**src/rtl/music_pkg.sv**
```systemverilog
// Shared definitions for the note sequencer: note word layout, sequencer
// state encoding and the audio clock rate.
package music_pkg;

   localparam int CLK_HZ   = 32000;

   // Note ROM word layout
   localparam int NOTE_W   = 24;
   localparam int FREQ_LSB = 0;
   localparam int FREQ_W   = 14;
   localparam int DUR_LSB  = 14;
   localparam int DUR_W    = 8;
   localparam int REST_BIT = 22;
   localparam int END_BIT  = 23;

   typedef enum logic [3:0] {
      S_IDLE    = 4'd0,
      S_FETCH   = 4'd1,
      S_LOAD    = 4'd2,
      S_ALIGN   = 4'd3,
      S_ATTACK  = 4'd4,
      S_SUSTAIN = 4'd5,
      S_RELEASE = 4'd6,
      S_GAP     = 4'd7,
      S_FINISH  = 4'd8
   } seq_state_t;

endpackage

```
**src/rtl/amp_ramp.sv**
```systemverilog
// Saturating linear amplitude ramp.
// Ports:
//   CLK_32KHz, reset_n : clock, async active-low reset
//   step               : change per enabled cycle
//   target             : upper limit when ramping up (down always ends at 0)
//   up                 : 1 = ramp toward target, 0 = ramp toward 0
//   en                 : apply one step this cycle
//   clr                : force amplitude to 0
//   amp                : amplitude register
//   at_target          : the step taken this cycle lands on the limit
module amp_ramp #(
   parameter int W = 8
)(
   input  logic         CLK_32KHz,
   input  logic         reset_n,
   input  logic [W-1:0] step,
   input  logic [W-1:0] target,
   input  logic         up,
   input  logic         en,
   input  logic         clr,
   output logic [W-1:0] amp,
   output logic         at_target
);

   logic [W:0]   sum;
   logic [W-1:0] amp_nxt;

   always_comb begin
      sum = {1'b0, amp} + {1'b0, step};
      if (up) amp_nxt = (sum >= {1'b0, target}) ? target : sum[W-1:0];
      else    amp_nxt = (amp > step) ? (amp - step) : '0;
   end

   // Looks at the next value so the FSM leaves the ramp state on the same
   // edge the limit is reached.
   assign at_target = up ? (amp_nxt == target) : (amp_nxt == '0);

   always_ff @(posedge CLK_32KHz or negedge reset_n) begin
      if (!reset_n)  amp <= '0;
      else if (clr)  amp <= '0;
      else if (en)   amp <= amp_nxt;
   end

endmodule

```
**src/rtl/music_note_sequencer.sv**
```systemverilog
// Melody sequencer: walks a synchronous note ROM and drives one signal
// generator's frequency/amplitude with attack/sustain/release envelopes.
// Ports:
//   CLK_32KHz, reset_n  : audio clock, async active-low reset
//   start, stop         : one-cycle control pulses
//   loop_en             : wrap to address 0 at end of melody
//   volume              : sustain amplitude, sampled when a note is loaded
//   note_addr/note_data : ROM address out, ROM word in (1 cycle later)
//   gen_index_zero      : generator phase-zero strobe
//   gen_frequency/gen_amplitude : generator controls
//   busy, done          : not idle / one-cycle completion pulse
module music_note_sequencer #(
   parameter int ADDR_W         = 6,
   parameter int TICKS_PER_UNIT = 1000,
   parameter int AMP_STEP       = 8,
   parameter int GAP_TICKS      = 320,
   parameter int ALIGN_TIMEOUT  = 64
)(
   input  logic              CLK_32KHz,
   input  logic              reset_n,
   input  logic              start,
   input  logic              stop,
   input  logic              loop_en,
   input  logic [7:0]        volume,
   output logic [ADDR_W-1:0] note_addr,
   input  logic [23:0]       note_data,
   input  logic              gen_index_zero,
   output logic [13:0]       gen_frequency,
   output logic [7:0]        gen_amplitude,
   output logic              busy,
   output logic              done
);
   import music_pkg::*;

   localparam int AW = $clog2(ALIGN_TIMEOUT);
   localparam int GW = $clog2(GAP_TICKS);

   seq_state_t        state;
   logic [7:0]        target;
   logic [19:0]       dur_cnt;
   logic [GW-1:0]     gap_cnt;
   logic [AW-1:0]     align_cnt;
   logic              abort;
   logic              ramp_en, ramp_up, ramp_clr, ramp_at;

   logic [FREQ_W-1:0] nd_freq;
   logic [DUR_W-1:0]  nd_dur;
   logic              nd_rest, nd_end;

   assign nd_freq = note_data[FREQ_LSB +: FREQ_W];
   assign nd_dur  = note_data[DUR_LSB +: DUR_W];
   assign nd_rest = note_data[REST_BIT];
   assign nd_end  = note_data[END_BIT];

   assign busy = (state != S_IDLE);
   assign done = (state == S_FINISH);

   // A stop during attack freezes the ramp; release starts from there.
   assign ramp_up  = (state == S_ATTACK);
   assign ramp_en  = ((state == S_ATTACK) && !stop) || (state == S_RELEASE);
   assign ramp_clr = (state == S_FINISH);

   amp_ramp #(.W(8)) u_ramp (
      .CLK_32KHz (CLK_32KHz),
      .reset_n   (reset_n),
      .step      (8'(AMP_STEP)),
      .target    (target),
      .up        (ramp_up),
      .en        (ramp_en),
      .clr       (ramp_clr),
      .amp       (gen_amplitude),
      .at_target (ramp_at)
   );

   always_ff @(posedge CLK_32KHz or negedge reset_n) begin
      if (!reset_n) begin
         state         <= S_IDLE;
         note_addr     <= '0;
         gen_frequency <= '0;
         target        <= '0;
         dur_cnt       <= '0;
         gap_cnt       <= '0;
         align_cnt     <= '0;
         abort         <= 1'b0;
      end else begin
         case (state)
            S_IDLE: if (start) begin
               note_addr <= '0;
               abort     <= 1'b0;
               state     <= S_FETCH;
            end
            S_FETCH: begin
               if (stop) begin state <= S_RELEASE; abort <= 1'b1; end
               else           state <= S_LOAD;
            end
            S_LOAD: begin
               if (stop) begin
                  state <= S_RELEASE; abort <= 1'b1;
               end else if (nd_end) begin
                  if (loop_en) begin note_addr <= '0; state <= S_FETCH; end
                  else           state <= S_FINISH;
               end else if (nd_dur == '0) begin
                  note_addr <= note_addr + 1'b1;
                  state     <= S_FETCH;
               end else begin
                  gen_frequency <= nd_freq;
                  target        <= nd_rest ? 8'd0 : volume;
                  dur_cnt       <= 20'(nd_dur) * 20'(TICKS_PER_UNIT) - 20'd1;
                  align_cnt     <= '0;
                  state         <= S_ALIGN;
               end
            end
            S_ALIGN: begin
               if (stop) begin
                  state <= S_RELEASE; abort <= 1'b1; align_cnt <= '0;
               end else if (gen_index_zero || align_cnt == AW'(ALIGN_TIMEOUT - 1)) begin
                  state <= S_ATTACK; align_cnt <= '0;
               end else begin
                  align_cnt <= align_cnt + 1'b1;
               end
            end
            S_ATTACK: begin
               if (stop) begin
                  state <= S_RELEASE; abort <= 1'b1;
               end else if (dur_cnt == '0) begin
                  state <= S_RELEASE;
               end else begin
                  dur_cnt <= dur_cnt - 20'd1;
                  if (ramp_at) state <= S_SUSTAIN;
               end
            end
            S_SUSTAIN: begin
               if (stop) begin state <= S_RELEASE; abort <= 1'b1; end
               else if (dur_cnt == '0) state <= S_RELEASE;
               else dur_cnt <= dur_cnt - 20'd1;
            end
            S_RELEASE: begin
               if (stop) abort <= 1'b1;
               if (ramp_at) begin
                  if (abort || stop) state <= S_FINISH;
                  else begin
                     gap_cnt <= GW'(GAP_TICKS - 1);
                     state   <= S_GAP;
                  end
               end
            end
            S_GAP: begin
               if (stop) begin
                  gap_cnt <= '0; state <= S_FINISH;
               end else if (gap_cnt != '0) begin
                  gap_cnt <= gap_cnt - 1'b1;
               end else if (note_addr != '1) begin
                  note_addr <= note_addr + 1'b1; state <= S_FETCH;
               end else if (loop_en) begin
                  note_addr <= '0; state <= S_FETCH;
               end else begin
                  state <= S_FINISH;
               end
            end
            S_FINISH: begin
               gen_frequency <= '0;
               abort         <= 1'b0;
               dur_cnt       <= '0;
               state         <= S_IDLE;
            end
            default: state <= S_IDLE;
         endcase
      end
   end

endmodule

```
**config.mk**
```make
export PLATFORM = sky130hd
export DESIGN_NAME = music_note_sequencer
export DESIGN_NICKNAME = d
export VERILOG_FILES = /design/src/rtl/music_pkg.sv /design/src/rtl/amp_ramp.sv /design/src/rtl/music_note_sequencer.sv
export SDC_FILE = /design/constraint.sdc
export NUM_CORES = 1
export LEC_CHECK = 0
export ABC_AREA = 1
export CORE_UTILIZATION = 62
export DETAILED_ROUTE_END_ITERATION = 12
export DONT_BUFFER_PORTS = 1
export PLACE_DENSITY = 0.78
export SYNTH_ARGS = -nofsm -noshare
export SYNTH_HDL_FRONTEND = slang
export SYNTH_HIERARCHICAL = 1
export SYNTH_SLANG_ARGS = --single-unit
```
**constraint.sdc**
```tcl
create_clock -name CLK_32KHz -period 4.4 [get_ports CLK_32KHz]
set_clock_uncertainty 0.1 [all_clocks]
set_input_delay 0.44 -clock CLK_32KHz [delete_from_list [all_inputs] [get_ports CLK_32KHz]]
set_output_delay 0.44 -clock CLK_32KHz [all_outputs]
set_load 0.05 [all_outputs]
```
==> out/qor.yml <==
r2r-end: "state[2]$_DFFE_PN0P_"
critPathTopFamily: "simple AND/OR/NAND/NOR gates"
grt_pass1_wl_mm: 30.1
fp.coreArea_um2: 12100
cap_violations: 0
crit_fanout: 13
hp-class: "in2reg"
worst_slew_pin_slew_ns: 0.576
p_per_area_nw_per_um2: 788
endpoint_kind: "register"
initial_utilization: 0.640
io_pins: 68
dieHeight_um: 114
clk_latency_ns: 0.34
syn_area_um2: 7750
cts_root_buf: "clkbuf_16"
finalCriticalPeriod_ns: 4.06
clkTransAtPathRegs_ns: 0.07
syn_inst: 1110
yosysSeqAreaShare: 0.245
crit_type: "reg2reg"
area_growth_pct: 7.65
crit_required_ns: 4.52
holdPathEnd: "gen_frequency[1]$_DFFE_PN0P_"
clock-sinks: 76
diodes: 0
setup_viol: 0
relSlewSlack: 0.612
drc: 0
cellLeakagePower_nw: 4.19
synth.largest_area_cell: "dfrtp_1"
synth-edff-count: 0
final.setup.worst_slack_ns: 0.340
hpwl_mm: 13.9
rr_worst_depth: 26
synthTopCellsByArea: "dfrtp_1, nand2_1, ha_1"
synth_top_cell_area_share: 0.245
post_cts_buffers: 0
yosys-top-cells-count: "nand2_1, inv_1, nor2_1"
grt_overflow: 0
critPathBufInv: 1
finalSetupTns_ns: 0
crit_top_cell: "nand2_1"
place_ws_ns: 0.0683
yosys_warnings: 6
synth-seq-cells: 76
numCtsBuffers: 9
ant_nets: 0
fin_crit_sh: 0.923
fillCellCount: 1090
drt_wl_total_mm: 17.9
startpoint: "u_ramp/amp[5]$_DFFE_PN0P_"
globalplace.congestion: 0.921
status: "complete, no violations"
grt_util_all_layers: 0.290
yosysUniqueCellTypes: 56
syn_avg_cell_area_um2: 6.98
die_w_um: 114
min_path_cells: 2
fmax_mhz: 246
maxSlewViolCount: 0
timing.hold.ws_ns: 0.154
grt_pass1_vias: 6645
dieArea_um2: 13000
start_kind: "register"
cts.path.max_buffers: 2
wl_per_cell_um: 13.7
fin_area_um2: 8340
rrSetupSlack_ns: 0.34
reg2reg_from: "u_ramp/amp[5]$_DFFE_PN0P_"
synthArstFlopShare: 1.00
min_from: "note_data[1]"
critPathMaxStageDelay_ns: 0.42
htreeDepth: 3
critPathSlowestCell: "ha_2"
yosysMostFrequentCell: "nand2_1"
synth-main-ff-cell: "dfrtp_1"
irDropWorstVdd_mv: 0.384
report.final.hold_viol_count: 0
dpl_cell_area_um2: 7980
nNetsFinal: 1262
layout-drive-gt1-share: 0.0942
via_per_inst: 5.44
arrival_ns: 4.18
vias: 7088
port_buffers: 0
dr.pass1.iters: 5
cts_tree: "yes"
grt_max_degree: 77
stdcell_count: 1304
rows: 40
antenna_found_initial: 0
post-place-cells: 1286
drtIter0Drc: 527
cells by family after synthesis:
kind of cell,Yosys count,share of synthesized area
AOI/OAI and AO/OA,168,0.128
xor gates and xnor gates,23,0.0260
and+or+nand+nor,560,0.327
DFF,76,0.245
adders and majority gates,93,0.172
other,2,0.000969
buffers and inverters,188,0.101
cell usage in the layout (no fill, tap or decap), drive strengths merged, types with 2 or more instances in the layout:
cell type / n
nand2: 267
inv: 166
nor2: 153
nand3: 84
o21ai: 81
dfrtp: 76
ha: 70
a21oi: 50
fa: 23
nand4: 22
conb: 17
nor3: 17
buf: 16
o22ai: 15
xor2: 14
clkbuf: 11
xnor2: 9
nand3b: 7
a31oi: 6
or2: 5
o21bai: 4
clkinv: 3
nor3b: 2
a22o: 2
and2: 2
a21o: 2
o211ai: 2
stage by stage:
| step | total power [W] | utilization |
|---|---|---|
| 3_5_place_dp | 0.00571 | 0.659 |
| 4_1_cts | 0.00652 | 0.687 |
| 6_report | 0.00657 | 0.689 |
| 3_3_place_gp | 0.00562 | 0.659 |
| 5_1_grt | 0.00723 | 0.689 |
| 2_1_floorplan | 0.00491 | - |
layer usage:
| layer | up-vias | GRT usage | routed length [um] |
|---|---|---|---|
| li1 | 3611 | - | - |
| met1 | 3248 | 0.375 | 8180 |
| met2 | 193 | 0.487 | 8310 |
| met3 | 36 | 0.0473 | 946 |
| met4 | 0 | 0.111 | 486 |
| met5 | - | 0 | 0 |
area by class of cell:
class / instances / area (um^2) / share of cell area
Clock buffer: 11 / 243 / 0.0291
Clock inverter: 5 / 60.1 / 0.00720
Inverter: 166 / 628 / 0.0753
Multi-Input combinational cell: 861 / 5150 / 0.617
Sequential cell: 76 / 1900 / 0.228
Tap cell: 168 / 210 / 0.0252
Timing Repair Buffer: 17 / 150 / 0.0180
what timing repair did:
action | CTS | global route
hold buffers | 2 | 0
endpoints found under the setup margin | 0 | 8
gates resized for setup | 0 | 5
hold endpoints to repair | 76 | 0
state kept, by name (all words and copies together), names as in the netlist:
signal / count
abort: 1
align_cnt: 6
dur_cnt: 20
gap_cnt: 9
gen_frequency: 14
note_addr: 6
state: 4
target: 8
u_ramp/amp: 8
how the worst max path moves through the flow:
stage / cells past startpoint / end / slack, ns
2_1_floorplan: 19 / dur_cnt[14]$_DFFE_PN0P_ / 0.36
3_3_place_gp: 21 / dur_cnt[14]$_DFFE_PN0P_ / 0.17
3_5_place_dp: 21 / dur_cnt[14]$_DFFE_PN0P_ / 0.07
4_1_cts: 25 / gap_cnt[3]$_DFFE_PN0P_ / 0.29
5_1_grt: 29 / state[2]$_DFFE_PN0P_ / -0.03
6_report: 26 / state[2]$_DFFE_PN0P_ / 0.34
where the power goes:
| part | switching (W) | internal [W] |
|---|---|---|
| Clock | 0.000304 | 0.000457 |
| Sequential | 0.000544 | 0.000997 |
| Combinational | 0.00281 | 0.00146 |
| Total | 0.00366 | 0.00291 |
Power figures use the tool's default switching activity.
